### src/rtl/axis_uart_rx_ext.sv
// UART receiver: runtime character format, 3-sample majority vote,
// AXI-Stream character output with {parity_err, frame_err} in tuser.
module axis_uart_rx_ext #(
  parameter int MAX_DATA_WIDTH = 9,
  parameter int DIVIDER_WIDTH  = 32
) (
  input  logic                      clk_i,
  input  logic                      arstn_i,
  input  logic                      rx_i,
  input  logic [DIVIDER_WIDTH-1:0]  clk_divider_i,
  input  logic [3:0]                data_bits_i,
  input  logic                      parity_odd_i,
  input  logic                      parity_even_i,
  input  logic                      stop_bits_i,
  input  logic                      overrun_clr_i,
  output logic [MAX_DATA_WIDTH-1:0] m_axis_tdata,
  output logic [1:0]                m_axis_tuser,
  output logic                      m_axis_tvalid,
  input  logic                      m_axis_tready,
  output logic                      busy_o,
  output logic                      overrun_o
);

  localparam int DW = DIVIDER_WIDTH;
  localparam int MW = MAX_DATA_WIDTH;
  localparam logic [3:0] MAX_BITS = 4'(MW);

  typedef enum logic [2:0] {
    IDLE, START, DATA, PARITY, STOP, WAIT
  } state_t;

  logic sync_q, rx_s, rx_d;

  always_ff @(posedge clk_i or negedge arstn_i) begin
    if (!arstn_i) begin
      sync_q <= 1'b1;
      rx_s   <= 1'b1;
      rx_d   <= 1'b1;
    end else begin
      sync_q <= rx_i;
      rx_s   <= sync_q;
      rx_d   <= rx_s;
    end
  end

  logic          fall;
  logic [DW-1:0] div_c;
  logic [3:0]    nbits_c;

  assign fall  = rx_d & ~rx_s;
  assign div_c = (clk_divider_i < DW'(4)) ? DW'(4) : clk_divider_i;
  assign nbits_c = (data_bits_i < 4'd5)     ? 4'd5     :
                   (data_bits_i > MAX_BITS) ? MAX_BITS :
                   data_bits_i;

  state_t        state_q;
  logic [DW-1:0] div_q, cnt_q, h;
  logic [3:0]    nbits_q, bit_cnt_q;
  logic          par_en_q, par_odd_q, stop2_q, stop_cnt_q;
  logic          s0_q, s1_q, bit_q, fe_q, pe_q;
  logic [MW-1:0] data_q;

  logic at_s0, at_s1, at_s2, end_bit, maj, cur_bit;
  logic timing, start_c, last_stop, commit, par_exp;

  assign h       = div_q >> 1;
  assign at_s0   = cnt_q == h - DW'(1);
  assign at_s1   = cnt_q == h;
  assign at_s2   = cnt_q == h + DW'(1);
  assign end_bit = cnt_q == div_q - DW'(1);
  assign maj     = (s0_q & s1_q) | (s0_q & rx_s) | (s1_q & rx_s);
  // At the minimum divider the third sample lands on the last count
  assign cur_bit = at_s2 ? maj : bit_q;
  assign timing  = state_q inside {START, DATA, PARITY, STOP};
  assign start_c = fall && (state_q == IDLE || state_q == WAIT);
  assign last_stop = stop_cnt_q == stop2_q;
  assign commit  = (state_q == STOP) && at_s2 && last_stop;
  assign par_exp = par_odd_q ? ~^data_q : ^data_q;
  assign busy_o  = state_q != IDLE;

  always_ff @(posedge clk_i or negedge arstn_i) begin
    if (!arstn_i) begin
      state_q    <= IDLE;
      div_q      <= '0;
      cnt_q      <= '0;
      nbits_q    <= '0;
      bit_cnt_q  <= '0;
      par_en_q   <= 1'b0;
      par_odd_q  <= 1'b0;
      stop2_q    <= 1'b0;
      stop_cnt_q <= 1'b0;
      s0_q       <= 1'b1;
      s1_q       <= 1'b1;
      bit_q      <= 1'b1;
      fe_q       <= 1'b0;
      pe_q       <= 1'b0;
      data_q     <= '0;
    end else begin
      if (timing) begin
        cnt_q <= end_bit ? '0 : cnt_q + DW'(1);
        if (at_s0) s0_q <= rx_s;
        if (at_s1) s1_q <= rx_s;
        if (at_s2) bit_q <= maj;
      end
      if (start_c) begin
        // The edge cycle itself is count 0 of the start bit
        state_q    <= START;
        cnt_q      <= DW'(1);
        div_q      <= div_c;
        nbits_q    <= nbits_c;
        par_en_q   <= parity_odd_i | parity_even_i;
        par_odd_q  <= parity_odd_i;
        stop2_q    <= stop_bits_i;
        stop_cnt_q <= 1'b0;
        bit_cnt_q  <= '0;
        fe_q       <= 1'b0;
        pe_q       <= 1'b0;
        data_q     <= '0;
      end else begin
        unique case (state_q)
          IDLE: state_q <= IDLE;
          START:
            if (end_bit) state_q <= cur_bit ? IDLE : DATA;
          DATA:
            if (end_bit) begin
              data_q[bit_cnt_q] <= cur_bit;
              bit_cnt_q <= bit_cnt_q + 4'd1;
              if (bit_cnt_q == nbits_q - 4'd1)
                state_q <= par_en_q ? PARITY : STOP;
            end
          PARITY:
            if (end_bit) begin
              pe_q    <= cur_bit != par_exp;
              state_q <= STOP;
            end
          STOP:
            if (at_s2) begin
              if (!maj) fe_q <= 1'b1;
              if (last_stop) state_q <= WAIT;
              else stop_cnt_q <= 1'b1;
            end
          WAIT:
            if (rx_s) state_q <= IDLE;
          default: state_q <= IDLE;
        endcase
      end
    end
  end

  always_ff @(posedge clk_i or negedge arstn_i) begin
    if (!arstn_i) begin
      m_axis_tdata  <= '0;
      m_axis_tuser  <= '0;
      m_axis_tvalid <= 1'b0;
      overrun_o     <= 1'b0;
    end else begin
      if (commit && (!m_axis_tvalid || m_axis_tready)) begin
        m_axis_tdata  <= data_q;
        m_axis_tuser  <= {pe_q, fe_q | ~maj};
        m_axis_tvalid <= 1'b1;
      end else if (m_axis_tvalid && m_axis_tready) begin
        m_axis_tvalid <= 1'b0;
      end
      if (commit && m_axis_tvalid && !m_axis_tready)
        overrun_o <= 1'b1;
      else if (overrun_clr_i)
        overrun_o <= 1'b0;
    end
  end

endmodule

### config.mk
export PLATFORM = sky130hd
export DESIGN_NAME = axis_uart_rx_ext
export DESIGN_NICKNAME = d
export VERILOG_FILES = /design/src/rtl/axis_uart_rx_ext.sv
export SDC_FILE = /design/constraint.sdc
export NUM_CORES = 1
export LEC_CHECK = 0
export BUFFER_PORTS_ARGS = -buffer_cell sky130_fd_sc_hd__buf_2
export CORE_MARGIN = 3
export CORE_UTILIZATION = 37
export DETAILED_ROUTE_END_ITERATION = 12
export MAX_ROUTING_LAYER = met4
export PLACE_DENSITY_LB_ADDON = 0.1
export SLEW_MARGIN = 20
export SYNTH_ARGS = -nofsm -noshare
export SYNTH_HDL_FRONTEND = slang
export SYNTH_SLANG_ARGS = --single-unit
export TNS_END_PERCENT = 5
### constraint.sdc
create_clock -name clk_i -period 11.75 [get_ports clk_i]
set_clock_uncertainty 0.15 [all_clocks]
set_input_delay 2.35 -clock clk_i [delete_from_list [all_inputs] [get_ports clk_i]]
set_output_delay 2.35 -clock clk_i [all_outputs]
set_load 0.01 [all_outputs]
# Word level (Yosys, flattened, before mapping)
# Index checks and enable logic that the tools add are counted.
[word_totals]
reg_bits = 109
inputBits = 44
mem_bits_rw = 0
word_cells = 139
mem_bits_ro = 0
latch_bits = 0
n_memories = 0
[classes]
bitwise = 10
n_mul = 0
addsub = 6
n_lt_le_gt_ge = 5
n_shift = 0
mux = 43
div_mod_pow = 0
n_reduce_logical = 32
eq_ne = 21
[ops]
columns = ["op", "count"]
rows = [
  ["two-way mux 32 bit", 4],
  ["== test 32 bit", 3],
  ["adder 31 x 1 -> 32 bit, second input constant", 1],
  ["adder 32 x 1 -> 32 bit, second input constant", 1],
  ["== test 32 x 31 -> 1 bit", 1],
  ["less-than comparator 32 x 3 -> 1 bit, second input constant", 1],
  ["subtractor 31 x 1 -> 32 bit, second input constant", 1],
  ["subtractor 32 x 1 -> 32 bit, second input constant", 1],
  ["two-way mux 3 bit", 9],
  ["two-way mux 9 bit", 3],
  ["two-way mux 4 bit", 5],
  ["two-way mux 1 bit", 18],
  ["!= test 3 bit, second input constant", 6],
  ["nonzero test 2 bit", 8],
  ["case mux 3 bit (5 select lines)", 1],
  ["bitwise mux 9 bit", 1],
  ["XNOR reduction 9 bit", 1],
  ["XOR reduction 9 bit", 1],
  ["logical AND 1 bit", 8],
  ["AND reduction 2 bit", 4],
  ["AND reduction 7 bit", 1],
  ["== test 3 x 2 -> 1 bit, second input constant", 2],
  ["== test 3 bit, second input constant", 2],
  ["AND reduction 3 bit", 2],
  ["other kinds (23)", 32],
]

# Longest topological paths before layout
[depth]
ltp_word = 8
mapped_depth = 14
depth_no_buf = 11

# Worst setup path after synthesis
# No wires, ideal clock.
[synth_path]
kind = "reg2reg"
startpoint = "register div_q[2]"
endpoint = "register bit_cnt_q[3]"
setup_time_ns = 0.078
n_path_buf = 2
arrival_ns = 3.562
stages_incl_launch_ff = 14
synth_period_minus_slack_ns = 3.790
path_slack_ns = 7.960
path_cell_list = "dfrtp_1 > clkbuf_1 > inv_1 > ha_1 > nor2b_1 > clkbuf_1 > nand4_2 > or4_1 > o21ai_0 > nand4b_1 > or4_4 > or2_1 > or4_1 > a21oi_1"
[synth_via]
elab_chain_len = 4
[synth_lines]
columns = ["item", "line_no", "source"]
rows = [
  ["start, declared", "57", "logic [DW-1:0] div_q, cnt_q, h;"],
  ["start signal, assigned", "109", "div_q <= div_c;"],
  ["subtractor 32 x 1 -> 32 bit", "70", "assign end_bit = cnt_q == div_q - DW'(1);"],
  ["== test 32 bit", "70", ""],
  ["nonzero test 2 bit (no line)", "-", ""],
  ["AND reduction 2 bit (no line)", "-", ""],
  ["end signal, assigned", "127", "bit_cnt_q <= bit_cnt_q + 4'd1;"],
  ["end, declared", "58", "logic [3:0] nbits_q, bit_cnt_q;"],
]
# Every way passes these cells.
# A chain may end at the register's enable or synchronous reset.

# Worst setup path after layout
# Ends and elaborated chain as after synthesis.

==> flow_metrics.env <==
export IMPL_status="completed"
export IMPL_crit_chain="inv_1, ha_1, nor2b_1, nand4_2, or4_1, o21ai_0, nand4b_1, or4_4, or2_1, or4_1, a21oi_1"
export IMPL_cts_clk_slew_worst_paths_ns=0.08
export IMPL_fp_row_count=54
export IMPL_cts_buffers=9
export IMPL_globalplace_congestion=0.934
export IMPL_syn_avg_cell_area_um2=7.97
export IMPL_viasPerCell=5.84
export IMPL_crit_path_max_fanout=22
export IMPL_finalCriticalPeriod_ns=4.84
export IMPL_tns_ns=0
export IMPL_critical_path_arrival_ns=4.97
export IMPL_critPathKind="reg2reg"
export IMPL_fin_crit_sh=0.412
export IMPL_crit_path_start_kind="flop"
export IMPL_dieHeight_um=158
export IMPL_hold_class="reg2reg"
export IMPL_grt_pass1_wl_um=42700
export IMPL_nets=1114
export IMPL_cp_common_cell="or4_1"
export IMPL_cts_resized_gates=0
export IMPL_synthesis_area_mm2=0.00853
export IMPL_ioPinCount=58
export IMPL_grt_pass1_vias=7643
export IMPL_area_growth_pct=7.80
export IMPL_drt_pre_antenna_iters=5
export IMPL_fillers=2253
export IMPL_drtAntennaViolNets=0
export IMPL_synth_cells=1070
export IMPL_setup_viol_count_final=0
export IMPL_routedWlPerCell_um=19.8
export IMPL_cts_sinks=109
export IMPL_drive_gt1_frac=0.125
export IMPL_synthTopCellsByArea="dfrtp_1, nand2_1, xnor2_1, xor2_1, nand3_1"
export IMPL_routed_wl_um=26600
export IMPL_syn_num_nets=1123
export IMPL_tightest_slew_ns=1.06
export IMPL_clock_fmax_ghz=0.207
export IMPL_placed_cells=1330
export IMPL_worst_path_max_delay_cell="nor2b_1"
export IMPL_drc_errors=0
export IMPL_yosysTopAreaCellShare=0.302
export IMPL_ys_ff_latch=109
export IMPL_grt_max_degree=75
export IMPL_cts_root_buf="clkbuf_16"
export IMPL_hold_worst_slack_ns=0.209
export IMPL_dpl_hpwl_um=19900
export IMPL_fin_cells=1346
export IMPL_async_flop_share=1.00
export IMPL_start_util=0.384
export IMPL_overflow=0
export IMPL_core_region_area_mm2=0.0222
export IMPL_antennaDiodeCount=0
export IMPL_endpoint_kind="flop"
export IMPL_maxSlewViolCount=0
export IMPL_ys_warn_count=0
export IMPL_yosysSeqAreaShare=0.321
export IMPL_clk_latency_ns=0.36
export IMPL_synthFlopType="dfrtp_1"
export IMPL_rsz0062_at_grt="false"
export IMPL_cap_violations=0
export IMPL_cts_max_path_buffers=2
export IMPL_crit_required_ns=11.88
export IMPL_p_per_area_mw_per_mm2=196
export IMPL_vdd_drop_max_v=0.0000730
export IMPL_initialDrtViolationCount=684
export IMPL_htreeDepth=3
export IMPL_die_width_um=158
export IMPL_grt_usage=0.225
export IMPL_vias=7864
export IMPL_holdBufCountCts=0
export IMPL_io_buffers=57
export IMPL_synth_top_cell_by_area="dfrtp_1"
export IMPL_post_cts_buffers=0
export IMPL_slew_headroom=0.289
export IMPL_slowest_delay_ns=0.61
export IMPL_antenna_found_initial=0
export IMPL_die_area_mm2=0.0249
export IMPL_fin_area_mm2=0.00920
export IMPL_hold_viol=0
export IMPL_cts_tree="done"
export IMPL_synth_edff_count=0
export IMPL_yosys_cell_types_count=74
export IMPL_placed_cell_area_mm2=0.00889
export IMPL_p_leak_nw=3.93
## registers in the layout, indices dropped and copies added, names as in the netlist, 2 cells and up
signal,count
state_q,3
cnt_q,32
m_axis_tuser,2
bit_cnt_q,4
m_axis_tdata,9
div_q,32
nbits_q,4
data_q,9
## through the flow
step | utilization | power, W | setup WS, ns
detailed placement | 0.400 | 0.00148 | 6.94
finish | 0.414 | 0.00181 | 6.91
global placement | 0.400 | 0.00149 | 6.99
CTS | 0.414 | 0.00180 | 6.90
global route | 0.414 | 0.00194 | 6.48
floorplan | - | 0.00124 | 7.96
## final timing paths
kind,from,to,slack [ns],depth (start not counted)
max,div_q[2],bit_cnt_q[3],6.91,11
min,sync_q,rx_s,0.21,0
max reg2reg,div_q[2],bit_cnt_q[3],6.91,11
min reg2reg,sync_q,rx_s,0.21,0
max in group asynchronous,arstn_i,cnt_q[12],8.33,2
min in group asynchronous,arstn_i,m_axis_tdata[1],1.79,1
## worst max-delay path, delay by kind of cell (launching register included)
family | cells | cell delay, ns
simple gates | 7 | 3.32
flops | 1 | 0.55
fa+ha+maj | 1 | 0.31
compound gates | 2 | 0.25
buf+inv | 1 | 0.17
## cells by family after synthesis
logic type | after synthesis | synth area share
simple gates | 503 | 0.304
flops | 109 | 0.321
compound gates | 186 | 0.144
fa+ha+maj | 10 | 0.0144
buf+inv | 110 | 0.0521
xor+xnor | 114 | 0.117
mux | 38 | 0.0474
## cells in the final DEF (no fill, tap or decap), types with 6 or more instances in the layout
cell,instances
nand4_1,29
dfstp_2,6
o21ai_0,47
o211ai_1,7
a21oi_1,24
nor2b_1,12
or2_2,9
buf_4,8
mux2_2,18
inv_1,26
and3_1,17
xnor2_1,67
and2_1,11
a21o_1,11
mux2i_1,19
nor2_1,59
buf_2,56
clkbuf_16,9
a211oi_1,8
xor2_1,47
nand2b_1,13
ha_1,9
nand3_1,51
or4_1,9
nor4_1,37
nand2_1,180
nor3_1,24
dfrtp_1,103
or3_1,11
a31oi_1,31
## layer usage
layer  GRT usage  vias to the layer above  part of all wire
li1            -                     3804                 -
met1       0.309                     3776              0.46
met2       0.342                      231              0.46
met3      0.0320                       53             0.057
met4      0.0760                        0             0.029
met5           -                        -                 0
## synthesized netlist by cell type (11+ instances only)
cell,count
inv_1,26
xor2_1,47
mux2i_1,19
clkbuf_1,62
nand3_1,52
a21oi_1,24
nor2b_1,12
nor3_1,24
xnor2_1,67
nand2b_1,13
nor4_1,39
nand4_1,29
a31oi_1,31
or3_1,11
and3_1,18
buf_2,13
nor2_1,59
and2_1,11
o21ai_0,47
a21o_1,11
nand2_1,180
dfrtp_1,103
mux2_2,18
## power by group
group	internal [W]	switching, W
sequential	0.000441	0.000244
combinational	0.000335	0.000470
clock	0.000168	0.000148
## cell type report
cell class | instances | area [um^2] | area share
inverter | 26 | 97.6 | 0.0106
clock inverter | 7 | 77.6 | 0.00843
clock buffer | 9 | 225 | 0.0245
timing repair buffer | 64 | 340 | 0.0370
sequential | 109 | 2740 | 0.297
multi-input combinational | 851 | 5370 | 0.584
tap | 280 | 350 | 0.0381
(Power assumes the default switching activity.)
